`config.mk`:
```
export PLATFORM = sky130hd
export DESIGN_NAME = ss_scan_ctrl
export DESIGN_NICKNAME = d
export VERILOG_FILES = /design/src/rtl/ss_scan_ctrl.sv
export SDC_FILE = /design/constraint.sdc
export NUM_CORES = 1
export LEC_CHECK = 0
export ABC_AREA = 1
export BUFFER_PORTS_ARGS = -buffer_cell sky130_fd_sc_hd__buf_2
export CAP_MARGIN = 20
export CORE_UTILIZATION = 50
export CTS_CLUSTER_DIAMETER = 50
export DETAILED_ROUTE_END_ITERATION = 8
export PLACE_DENSITY = 0.7
export SETUP_SLACK_MARGIN = 0.15
export SYNTH_ARGS = -nofsm -noshare
export SYNTH_HDL_FRONTEND = slang
export SYNTH_SLANG_ARGS = --single-unit
```
`constraint.sdc`:
```
create_clock -name clk -period 4.3 [get_ports clk]
set_input_delay 0.43 -clock clk [delete_from_list [all_inputs] [get_ports clk]]
set_output_delay 0.43 -clock clk [all_outputs]
set_load 0.1 [all_outputs]
```
`src/rtl/ss_scan_ctrl.sv`:
```
// Multiplexed seven-segment scan controller.
// Uses a framed shadow register so a new value only appears at a frame start.
module ss_scan_ctrl #(
  parameter int NUM_DIGITS = 4,
  parameter int DRIVE_CYC  = 1000,
  parameter int GAP_CYC    = 1
) (
  input  logic                    clk,
  input  logic                    rst,
  input  logic                    run,
  input  logic                    load,
  input  logic [4*NUM_DIGITS-1:0] digits_in,
  input  logic                    lz_en,
  output logic [NUM_DIGITS-1:0]   dig_sel,
  output logic [3:0]              nib_out,
  output logic                    dec_en,
  output logic                    frame_tick
);

  localparam int IW   = $clog2(NUM_DIGITS);
  localparam int CMAX = (DRIVE_CYC > GAP_CYC) ? DRIVE_CYC : GAP_CYC;
  localparam int CW   = $clog2(CMAX + 1);

  typedef enum logic [1:0] {
    OFF,
    DRIVE,
    GAP
  } state_t;

  state_t                  state_q, state_n;
  logic [CW-1:0]           cnt_q, cnt_n;
  logic [IW-1:0]           idx_q, idx_n;
  logic [4*NUM_DIGITS-1:0] pend_q;
  logic                    pend_vld_q;
  logic [4*NUM_DIGITS-1:0] shadow_q;
  logic                    lz_q;
  logic                    frame_ld;

  always_comb begin
    state_n  = state_q;
    cnt_n    = cnt_q;
    idx_n    = idx_q;
    frame_ld = 1'b0;
    if (!run) begin
      state_n = OFF;
      cnt_n   = '0;
      idx_n   = '0;
    end else begin
      unique case (state_q)
        OFF: begin
          state_n  = DRIVE;
          cnt_n    = '0;
          idx_n    = '0;
          frame_ld = 1'b1;
        end
        DRIVE: begin
          if (cnt_q == CW'(DRIVE_CYC - 1)) begin
            state_n = GAP;
            cnt_n   = '0;
          end else begin
            cnt_n = cnt_q + 1'b1;
          end
        end
        GAP: begin
          if (cnt_q == CW'(GAP_CYC - 1)) begin
            state_n = DRIVE;
            cnt_n   = '0;
            if (idx_q == IW'(NUM_DIGITS - 1)) begin
              idx_n    = '0;
              frame_ld = 1'b1;
            end else begin
              idx_n = idx_q + 1'b1;
            end
          end else begin
            cnt_n = cnt_q + 1'b1;
          end
        end
        default: state_n = OFF;
      endcase
    end
  end

  always_ff @(posedge clk) begin
    if (rst) begin
      state_q    <= OFF;
      cnt_q      <= '0;
      idx_q      <= '0;
      pend_q     <= '0;
      pend_vld_q <= 1'b0;
      shadow_q   <= '0;
      lz_q       <= 1'b0;
    end else begin
      state_q <= state_n;
      cnt_q   <= cnt_n;
      idx_q   <= idx_n;
      lz_q    <= lz_en;
      if (frame_ld && pend_vld_q)
        shadow_q <= pend_q;
      // a load coinciding with the frame load stays pending
      if (load) begin
        pend_q     <= digits_in;
        pend_vld_q <= 1'b1;
      end else if (frame_ld && pend_vld_q) begin
        pend_vld_q <= 1'b0;
      end
    end
  end

  logic [NUM_DIGITS-1:0] sup;
  logic                  allz;

  always_comb begin
    sup  = '0;
    allz = 1'b1;
    for (int i = NUM_DIGITS - 1; i > 0; i--) begin
      allz   = allz & (shadow_q[4*i +: 4] == 4'h0);
      sup[i] = lz_q & allz;
    end
  end

  logic                  drv;
  logic [NUM_DIGITS-1:0] sel_one;

  assign drv        = (state_q == DRIVE);
  assign sel_one    = {{(NUM_DIGITS-1){1'b0}}, 1'b1};
  assign dig_sel    = drv ? (sel_one << idx_q) : '0;
  assign nib_out    = drv ? shadow_q[4*idx_q +: 4] : 4'h0;
  assign dec_en     = drv & ~sup[idx_q];
  assign frame_tick = drv && (idx_q == '0) && (cnt_q == '0);

endmodule
```
==> results of run 1 <==
## worst paths after layout
path,start,end,slack (ns),depth (start not counted)
worst max register to register,cnt_q[0]$_SDFFE_PP0P_,shadow_q[0]$_SDFFE_PP0P_,2.52,10
worst min-delay path,rst,pend_vld_q$_SDFFE_PP0P_,0.31,2
worst max-delay path,idx_q[0]$_SDFFE_PP0P_,nib_out[0],1.78,5
worst min register to register,pend_q[0]$_SDFFE_PP0P_,pend_q[0]$_SDFFE_PP0P_,0.46,2
## state kept, by name, indices dropped and copies added, names as in the netlist
register / cells
lz_q: 1
state_q: 2
pend_vld_q: 1
cnt_q: 10
idx_q: 2
pend_q: 16
shadow_q: 16
## routing by layer
metal | part of all wire (%) | vias up | GRT usage (%)
li1 | - | 1131 | -
met4 | 1.4 | 0 | 6.54
met2 | 40 | 49 | 27.9
met5 | 0 | - | 0
met3 | 4.2 | 5 | 4.50
met1 | 55 | 858 | 28.1
## per-stage QoR
step	util, %	power [W]	std cells
2_1_floorplan	-	0.000583	346
3_3_place_gp	55.1	0.000608	416
3_5_place_dp	55.1	0.000609	416
4_1_cts	57.1	0.000877	424
5_1_grt	57.1	0.000916	424
6_report	57.1	0.000872	424
## layout make-up
| type | count | share of cell area [%] |
|---|---|---|
| Tap cell | 54 | 2.52 |
| Clock buffer | 6 | 3.08 |
| Clock inverter | 2 | 0.374 |
| Inverter | 68 | 9.53 |
| Sequential cell | 48 | 35.9 |
| Timing Repair Buffer | 30 | 5.60 |
| Multi-Input combinational cell | 216 | 43.0 |
## cells in the final DEF, fill, tap and decap left out, drive strengths merged
cell type | netlist | layout
a211oi | 1 | 1
a21oi | 33 | 33
a41oi | 1 | 1
buf | 7 | 30
clkbuf | 7 | 6
clkinv | 1 | 3
dfxtp | 48 | 48
ha | 10 | 10
inv | 67 | 67
nand2 | 63 | 63
nand3 | 5 | 5
nand3b | 1 | 1
nand4 | 22 | 22
nor2 | 43 | 43
o211ai | 1 | 1
o21ai | 27 | 27
or2 | 3 | 3
xnor2 | 1 | 1
xor2 | 5 | 5
## power by group
group	leakage (nW)	internal (W)	total (W)	switching (W)
Combinational	0.813	0.0000375	0.000122	0.0000841
Sequential	0.394	0.000466	0.000477	0.0000114
Clock	0.0510	0.000128	0.000273	0.000145
## cell families (layout without fill, tap and decap cells)
kind of cell | Yosys count | after routing | synth area share (%)
xor+xnor | 6 | 6 | 2.16
buf+inv | 82 | 106 | 13.1
fa+ha+maj | 10 | 10 | 5.14
flops | 48 | 48 | 39.5
simple gates | 137 | 137 | 26.7
compound gates | 63 | 63 | 13.3
==> results.sh, run 1 <==
export IMPL_cts_repair_resized=0
export IMPL_rows=25
export IMPL_period_minus_slack_ns=2.52
export IMPL_worstPathRequired_ns=3.87
export IMPL_io_buffers=30
export IMPL_tritoncts="yes"
export IMPL_hold_viol=0
export IMPL_setup_violations=0
export IMPL_synthTopCellsByArea="dfxtp_1 40%, inv_1 10%, nand2_1 7.9%"
export IMPL_postCtsSetupRepairBufs=0
export IMPL_area_delta_synth_final_pct=10.1
export IMPL_syn_inst=346
export IMPL_yosysMostFrequentCell="inv_1"
export IMPL_die_area_um2=5150
export IMPL_gp_congestion=0.830
export IMPL_synth_nets=377
export IMPL_die_x_um=71.7
export IMPL_worstPathBufferInverterCount=2
export IMPL_post_drt_wl_per_cell_um=10.8
export IMPL_ys_top_cells_by_count="67 x inv_1, 51 x nand2_1, 48 x dfxtp_1"
export IMPL_antenna_found_initial=0
export IMPL_cp_max_fo=13
export IMPL_root_buffer="clkbuf_8"
export IMPL_worst_slack_ns=1.78
export IMPL_via_count=2043
export IMPL_wirelength_mm=4.60
export IMPL_hold_path_class="primary input to flip-flop"
export IMPL_ys_seq_area_share_pct=39.5
export IMPL_synth_edf_count=0
export IMPL_cpMaxStageDelayCell="dfxtp_1"
export IMPL_crit_chain="clkinv_1 > a21oi_1 > o21ai_0 > a21oi_1 > buf_2"
export IMPL_grt_usage_pct=19.3
export IMPL_async_flop_share_pct=0
export IMPL_yosysWarnings=0
export IMPL_tightest_slew_ns=0.826
export IMPL_slowest_delay_ns=0.55
export IMPL_fillCellCount=444
export IMPL_crit_path_start_kind="flip-flop"
export IMPL_synth_ff_type="dfxtp_1"
export IMPL_layout_drive_gt1_share_pct=15.1
export IMPL_crit_top_cell="a21oi_1"
export IMPL_grt_max_degree=34
export IMPL_drtIter0Drc=131
export IMPL_cts_hold_buf=0
export IMPL_p_leak_nw=1.26
export IMPL_rsz0062_at_grt="no"
export IMPL_synth_area_per_cell_um2=7.03
export IMPL_netlist_area_um2=2430
export IMPL_slew_headroom_pct=44.9
export IMPL_cts_buffers=5
export IMPL_start_util_pct=51.8
export IMPL_fin_skew_ns=0.00308
export IMPL_grt_ovfl_total=0
export IMPL_grt_pass1_wl_mm=7.83
export IMPL_multi_input_area_um2=1150
export IMPL_fin_setup_tns_ns=0
export IMPL_place_area_um2=2590
export IMPL_drtAntennaViolNets=0
export IMPL_cts_sinks=48
export IMPL_ys_ff_latch=48
export IMPL_ys_types=27
export IMPL_status="finished clean"
export IMPL_hold_worst_slack_ns=0.305
export IMPL_nNetsFinal=400
export IMPL_drc_errors=0
export IMPL_critPathCaptureType="output pin"
export IMPL_clk_pin_slew_ns=0.08
export IMPL_io_pins=31
export IMPL_synth_area_leader_cell="dfxtp_1"
export IMPL_clk_latency_ns=0.30
export IMPL_clock_path_buffers=2
export IMPL_critPathArrivalTime_ns=2.09
export IMPL_drtPass1Iterations=4
export IMPL_yosys_area_top_type_share_pct=39.5
export IMPL_fin_crit_sh_pct=58.7
export IMPL_critical_path_class="flip-flop to output pin"
export IMPL_power_density_nw_per_um2=326
export IMPL_area_sequential_um2=961
export IMPL_core_area_um2=4690
export IMPL_drv_cap=0
export IMPL_max_freq_mhz=396
export IMPL_drv_slew=0
export IMPL_first_global_vias=1722
export IMPL_htree_num_levels=2
export IMPL_hpwl_mm=3.38
export IMPL_dp_slack_ns=2.14
export IMPL_die_y_um=71.7
export IMPL_crit_family="buffers and inverters"
export IMPL_via_per_inst=4.82
export IMPL_n_antenna_cell=0
export IMPL_ir_worst_vdd_mv=0.192
export IMPL_final_design_area_no_fill_um2=2680
Note: power is estimated with default switching activity, not from simulation.
==> run 2, diff against run 1 <==
Settings changed: ABC_AREA 1 to 0.
Clock period 4.3 ns to 2.5 ns, I/O delays scaled along.
==> run 2 against run 1 <==
Register-to-register slack lost 1.9 ns. Setup slack worse by 1.5 ns. Count of clock-buffer cells in the layout shrank 1. Final cell count fell by 22%. Sequential share of layout area fell by 0.61 points. Highest routed layer unchanged.
==> results.sh, run 2 <==
export IMPL_die_x_um=71.7
export IMPL_setup_violations=0
export IMPL_ys_types=40
export IMPL_critPathCaptureType="output pin"
export IMPL_cts_repair_resized=0
export IMPL_clock_path_buffers=2
export IMPL_power_density_nw_per_um2=561
export IMPL_grt_max_degree=43
export IMPL_worst_slack_ns=0.303
export IMPL_drtAntennaViolNets=0
export IMPL_fin_cells=330
export IMPL_yosys_area_top_type_share_pct=39.5
export IMPL_ir_worst_vdd_mv=0.403
export IMPL_r2r_cells=5
export IMPL_wirelength_mm=4.40
export IMPL_startpoint="idx_q[0]$_SDFFE_PP0P_"
export IMPL_cts_sinks=48
export IMPL_syn_inst=247
export IMPL_layout_drive_gt1_share_pct=19.6
export IMPL_drv_cap=0
export IMPL_final_common_cell="dfxtp_1"
export IMPL_fin_skew_ns=0.00896
export IMPL_grt_ovfl_total=0
export IMPL_die_area_um2=5150
export IMPL_critical_path_class="flip-flop to output pin"
export IMPL_period_minus_slack_ns=2.20
export IMPL_ys_ff_latch=48
export IMPL_synth_edf_count=0
export IMPL_hold_viol=0
export IMPL_clk_pin_slew_ns=0.09
export IMPL_nNetsFinal=306
export IMPL_tritoncts="yes"
export IMPL_power_total_w=0.00153
export IMPL_critPathArrivalTime_ns=1.95
export IMPL_worstPathRequired_ns=2.25
export IMPL_rows=25
export IMPL_drc_errors=0
export IMPL_post_drt_wl_per_cell_um=13.3
export IMPL_yosysMostFrequentCell="dfxtp_1"
export IMPL_synthTopCellsByArea="dfxtp_1 40%, mux2i_1 13%, nand2b_1 8.5%"
export IMPL_ys_seq_area_share_pct=39.5
export IMPL_endpoint="nib_out[0]"
export IMPL_io_buffers=30
export IMPL_fin_setup_tns_ns=0
export IMPL_htree_num_levels=2
export IMPL_hold_path_class="primary input to flip-flop"
export IMPL_status="finished clean"
export IMPL_drv_slew=0
export IMPL_n_antenna_cell=0
export IMPL_io_pins=31
export IMPL_first_global_vias=1694
export IMPL_rsz0062_at_grt="no"
export IMPL_max_freq_mhz=455
export IMPL_min_path_cells=2
export IMPL_cts_buffers=5
export IMPL_async_flop_share_pct=0
export IMPL_netlist_area_um2=2430
export IMPL_largestRegisters="pend_q x16, shadow_q x16, cnt_q x10"
export IMPL_via_per_inst=5.26
export IMPL_tightest_slew_ns=0.529
export IMPL_fin_crit_sh_pct=87.9
export IMPL_yosysWarnings=0
export IMPL_root_buffer="clkbuf_8"
export IMPL_r2r_slack_ns=0.60
export IMPL_die_y_um=71.7
export IMPL_slew_headroom_pct=64.8
export IMPL_hpwl_mm=3.16
export IMPL_ys_top_cells_by_count="48 x dfxtp_1, 33 x nand2b_1, 32 x mux2i_1"
export IMPL_area_delta_synth_final_pct=12.0
export IMPL_clk_latency_ns=0.29
export IMPL_synth_area_per_cell_um2=9.85
export IMPL_p_leak_nw=1.08
export IMPL_gp_congestion=0.786
export IMPL_place_inst=322
export IMPL_cts_hold_buf=0
export IMPL_cp_max_fo=11
export IMPL_dp_slack_ns=0.620
export IMPL_drtPass1Iterations=4
export IMPL_postCtsSetupRepairBufs=0
export IMPL_grt_pass1_wl_mm=7.67
export IMPL_rr_endpoint="shadow_q[2]$_SDFFE_PP0P_"
export IMPL_drtIter0Drc=48
export IMPL_start_util_pct=51.8
export IMPL_synth_area_leader_cell="dfxtp_1"
export IMPL_mostFrequentLayoutCells="48 x dfxtp_1, 33 x nand2b_1, 32 x mux2i_1"
export IMPL_core_area_um2=4690
export IMPL_grt_usage_pct=18.8
export IMPL_via_count=1735
export IMPL_timing_rr_start="idx_q[0]$_SDFFE_PP0P_"
export IMPL_synth_ff_type="dfxtp_1"
export IMPL_synth_nets=278
export IMPL_antenna_found_initial=0
export IMPL_crit_path_start_kind="flip-flop"
## run 2: cell count changes in the layout (fill, tap and decap cells not counted), moves of 9 or more
cell / change
nand2_1: -43
inv_1: -56
nand2b_1: +33
o21ai_0: -22
a21oi_1: -28
nand2_2: -11
mux2i_1: +32
nand4_1: -21
and2_1: +9
nor2_1: -13
## run 2: stage by stage
step | instance area [um^2] | util, % | hold slack, ns
2_1_floorplan | 2440 | - | 0.378
6_report | 2730 | 58.1 | 0.181
4_1_cts | 2730 | 58.1 | 0.174
5_1_grt | 2730 | 58.1 | 0.166
3_3_place_gp | 2610 | 55.6 | 0.455
3_5_place_dp | 2610 | 55.6 | 0.471
## run 2: critical path: stages (launching register included)
cell and delay [ns]:
dfxtp_1 0.62, mux4_2 0.58, and2_1 0.17, buf_2 0.28
## run 2: worst min-delay path by stage
stage	from	to
2_1_floorplan	lz_en	lz_q$_SDFF_PP0_
3_3_place_gp	shadow_q[0]$_SDFFE_PP0P_	shadow_q[0]$_SDFFE_PP0P_
3_5_place_dp	pend_q[9]$_SDFFE_PP0P_	shadow_q[9]$_SDFFE_PP0P_
4_1_cts	digits_in[10]	pend_q[10]$_SDFFE_PP0P_
5_1_grt	digits_in[6]	pend_q[6]$_SDFFE_PP0P_
6_report	lz_en	lz_q$_SDFF_PP0_
## run 2: where the power goes
| group | leakage, nW | internal (W) | total [W] | switching (W) |
|---|---|---|---|---|
| registers | 0.391 | 0.000788 | 0.000802 | 0.0000143 |
| clock network | 0.0548 | 0.000301 | 0.000565 | 0.000264 |
| logic | 0.638 | 0.0000643 | 0.000162 | 0.0000973 |
| total | 1.08 | 0.00115 | 0.00153 | 0.000375 |
## run 2: area by class of cell
type,count,area (um^2)
Clock buffer,5,68.8
Clock inverter,3,46.3
Fill cell,436,1970
Inverter,11,41.3
Multi-Input combinational cell,178,1380
Sequential cell,48,961
Tap cell,54,67.6
Timing Repair Buffer,31,158
## run 2: layer usage
layer | GRT usage (%) | part of all wire (%)
met5 | 0 | 0
met4 | 4.36 | 0.86
met3 | 4.50 | 2.3
met2 | 31.9 | 47
met1 | 24.2 | 49
## run 2: cells by family after synthesis
group	synth area share, %
compound gates	7.41
xor+xnor	2.52
fa+ha+maj	5.14
buf+inv	4.01
flops	39.5
mux	16.9
simple gates	24.5
==> run 3, diff against run 2 <==
==> constraint.sdc (replaced) <==
create_clock -name clk -period 2.5 [get_ports clk]
set_input_delay 0.25 -clock clk [delete_from_list [all_inputs] [get_ports clk]]
set_output_delay 0.25 -clock clk [all_outputs]
set_load 0.05 [all_outputs]
==> run 3 against run 2 <==
Sequential power about the same. Combinational power down 11%. Via count up 0.12%. Flip-flop and latch count unchanged. Utilization is 0.16 points lower. Final cell count unchanged.
==> results.sh, run 3 (synthesis gave the netlist of run 2 again) <==
export IMPL_status="finished clean"
export IMPL_via_per_inst=5.26
export IMPL_die_x_um=71.7
export IMPL_htree_num_levels=2
export IMPL_hpwl_mm=3.13
export IMPL_io_pins=31
export IMPL_grt_busiest_layer="met2"
export IMPL_ir_worst_vdd_mv=0.452
export IMPL_post_drt_wl_per_cell_um=13.0
export IMPL_clock_path_buffers=2
export IMPL_fin_setup_tns_ns=0
export IMPL_first_global_vias=1621
export IMPL_fin_util_pct=57.9
export IMPL_place_area_um2=2600
export IMPL_drtIter0Drc=82
export IMPL_cts_repair_resized=0
export IMPL_rsz0062_at_grt="no"
export IMPL_period_minus_slack_ns=2.08
export IMPL_crit_path_start_kind="flip-flop"
export IMPL_tritoncts="yes"
export IMPL_cts_buffers=5
export IMPL_grt_util_met1_pct=23.7
export IMPL_mostFrequentLayoutCells="48 x dfxtp_1, 33 x nand2b_1, 32 x mux2i_1"
export IMPL_grt_ovfl_total=0
export IMPL_worstPathRequired_ns=2.25
export IMPL_cp_max_fo=11
export IMPL_grt_util_met3_pct=4.08
export IMPL_start_util_pct=51.8
export IMPL_cts_hold_buf=0
export IMPL_n_antenna_cell=0
export IMPL_via_count=1737
export IMPL_fin_skew_ns=0.00673
export IMPL_antenna_found_initial=0
export IMPL_clk_pin_slew_ns=0.09
export IMPL_critPathCaptureType="output pin"
export IMPL_clk_latency_ns=0.30
export IMPL_grt_usage_pct=18.3
export IMPL_p_leak_nw=1.09
export IMPL_die_y_um=71.7
export IMPL_area_delta_synth_final_pct=11.7
export IMPL_die_area_um2=5150
export IMPL_drtPass1Iterations=4
export IMPL_critPathArrivalTime_ns=1.83
export IMPL_grt_pass1_wl_mm=7.38
export IMPL_hold_worst_slack_ns=0.170
export IMPL_final_common_cell="dfxtp_1"
export IMPL_power_density_nw_per_um2=557
export IMPL_fin_crit_sh_pct=83.4
export IMPL_setup_violations=0
export IMPL_grt_max_degree=52
export IMPL_cts_sinks=48
export IMPL_final_design_area_no_fill_um2=2720
export IMPL_r2r_cells=5
export IMPL_tightest_slew_ns=0.533
export IMPL_drtAntennaViolNets=0
export IMPL_drv_slew=0
export IMPL_root_buffer="clkbuf_8"
export IMPL_drv_cap=0
export IMPL_critical_path_class="flip-flop to output pin"
export IMPL_core_area_um2=4690
export IMPL_layout_drive_gt1_share_pct=18.8
export IMPL_postCtsSetupRepairBufs=0
export IMPL_gp_congestion=0.768
export IMPL_rows=25
export IMPL_io_buffers=30
export IMPL_min_path_cells=2
export IMPL_drc_errors=0
export IMPL_largestRegisters="pend_q x16, shadow_q x16, cnt_q x10"
export IMPL_fillCellCount=422
export IMPL_hold_path_class="primary input to flip-flop"
export IMPL_r2r_slack_ns=0.62
export IMPL_max_freq_mhz=480
export IMPL_use_met2_pct=30.3
export IMPL_slew_headroom_pct=64.5
export IMPL_nNetsFinal=306
export IMPL_wirelength_mm=4.31
export IMPL_hold_viol=0
run 3: cell types whose count changed in the layout (fill, tap and decap cells not counted), sizes merged:
| cell | change |
|---|---|
| clkinv | +2 |
| inv | -1 |
| clkinvlp | -1 |
run 3: layout make-up:
cell class / count / area [um^2] / share of cell area [%]
repair buffers: 31 / 158 / 5.80
well taps: 54 / 67.6 / 2.49
flip-flops and latches: 48 / 961 / 35.4
clock buffers: 5 / 68.8 / 2.53
inverters: 11 / 41.3 / 1.52
clock inverters: 3 / 47.5 / 1.75
multi-input cells: 178 / 1370 / 50.6
run 3: metal layers:
metal	routed length [um]	share of wire, %
met5	0	0
met4	44	1.0
met3	137	3.2
met2	2000	46
met1	2130	49
run 3: critical path, stage by stage (launching register included):
cell and delay [ns]:
dfxtp_1 0.61, mux4_2 0.55, and2_1 0.17, buf_2 0.21
run 3: per-stage QoR:
| step | worst slack (ns) | power, W | instances |
|---|---|---|---|
| after detailed placement | 0.599 | 0.000966 | 322 |
| after global placement | 0.633 | 0.000962 | 322 |
| after floorplan | 0.636 | 0.000929 | 247 |
| after global routing | 0.280 | 0.00159 | 330 |
| after CTS | 0.381 | 0.00154 | 330 |
| final | 0.415 | 0.00151 | 330 |
run 3: path summary, 6_finish.rpt:
check	start	to
worst max-delay path	idx_q[0]$_SDFFE_PP0P_	nib_out[1]
worst min-delay path	lz_en	lz_q$_SDFF_PP0_
worst max register to register	idx_q[0]$_SDFFE_PP0P_	shadow_q[8]$_SDFFE_PP0P_
worst min register to register	pend_q[7]$_SDFFE_PP0P_	shadow_q[7]$_SDFFE_PP0P_
run 3: report_power, final:
group / switching, W / total [W] / internal [W] / leakage, nW
Clock: 0.000266 / 0.000567 / 0.000301 / 0.0583
Combinational: 0.0000806 / 0.000144 / 0.0000638 / 0.638
Sequential: 0.0000141 / 0.000802 / 0.000788 / 0.391
Total: 0.000360 / 0.00151 / 0.00115 / 1.09
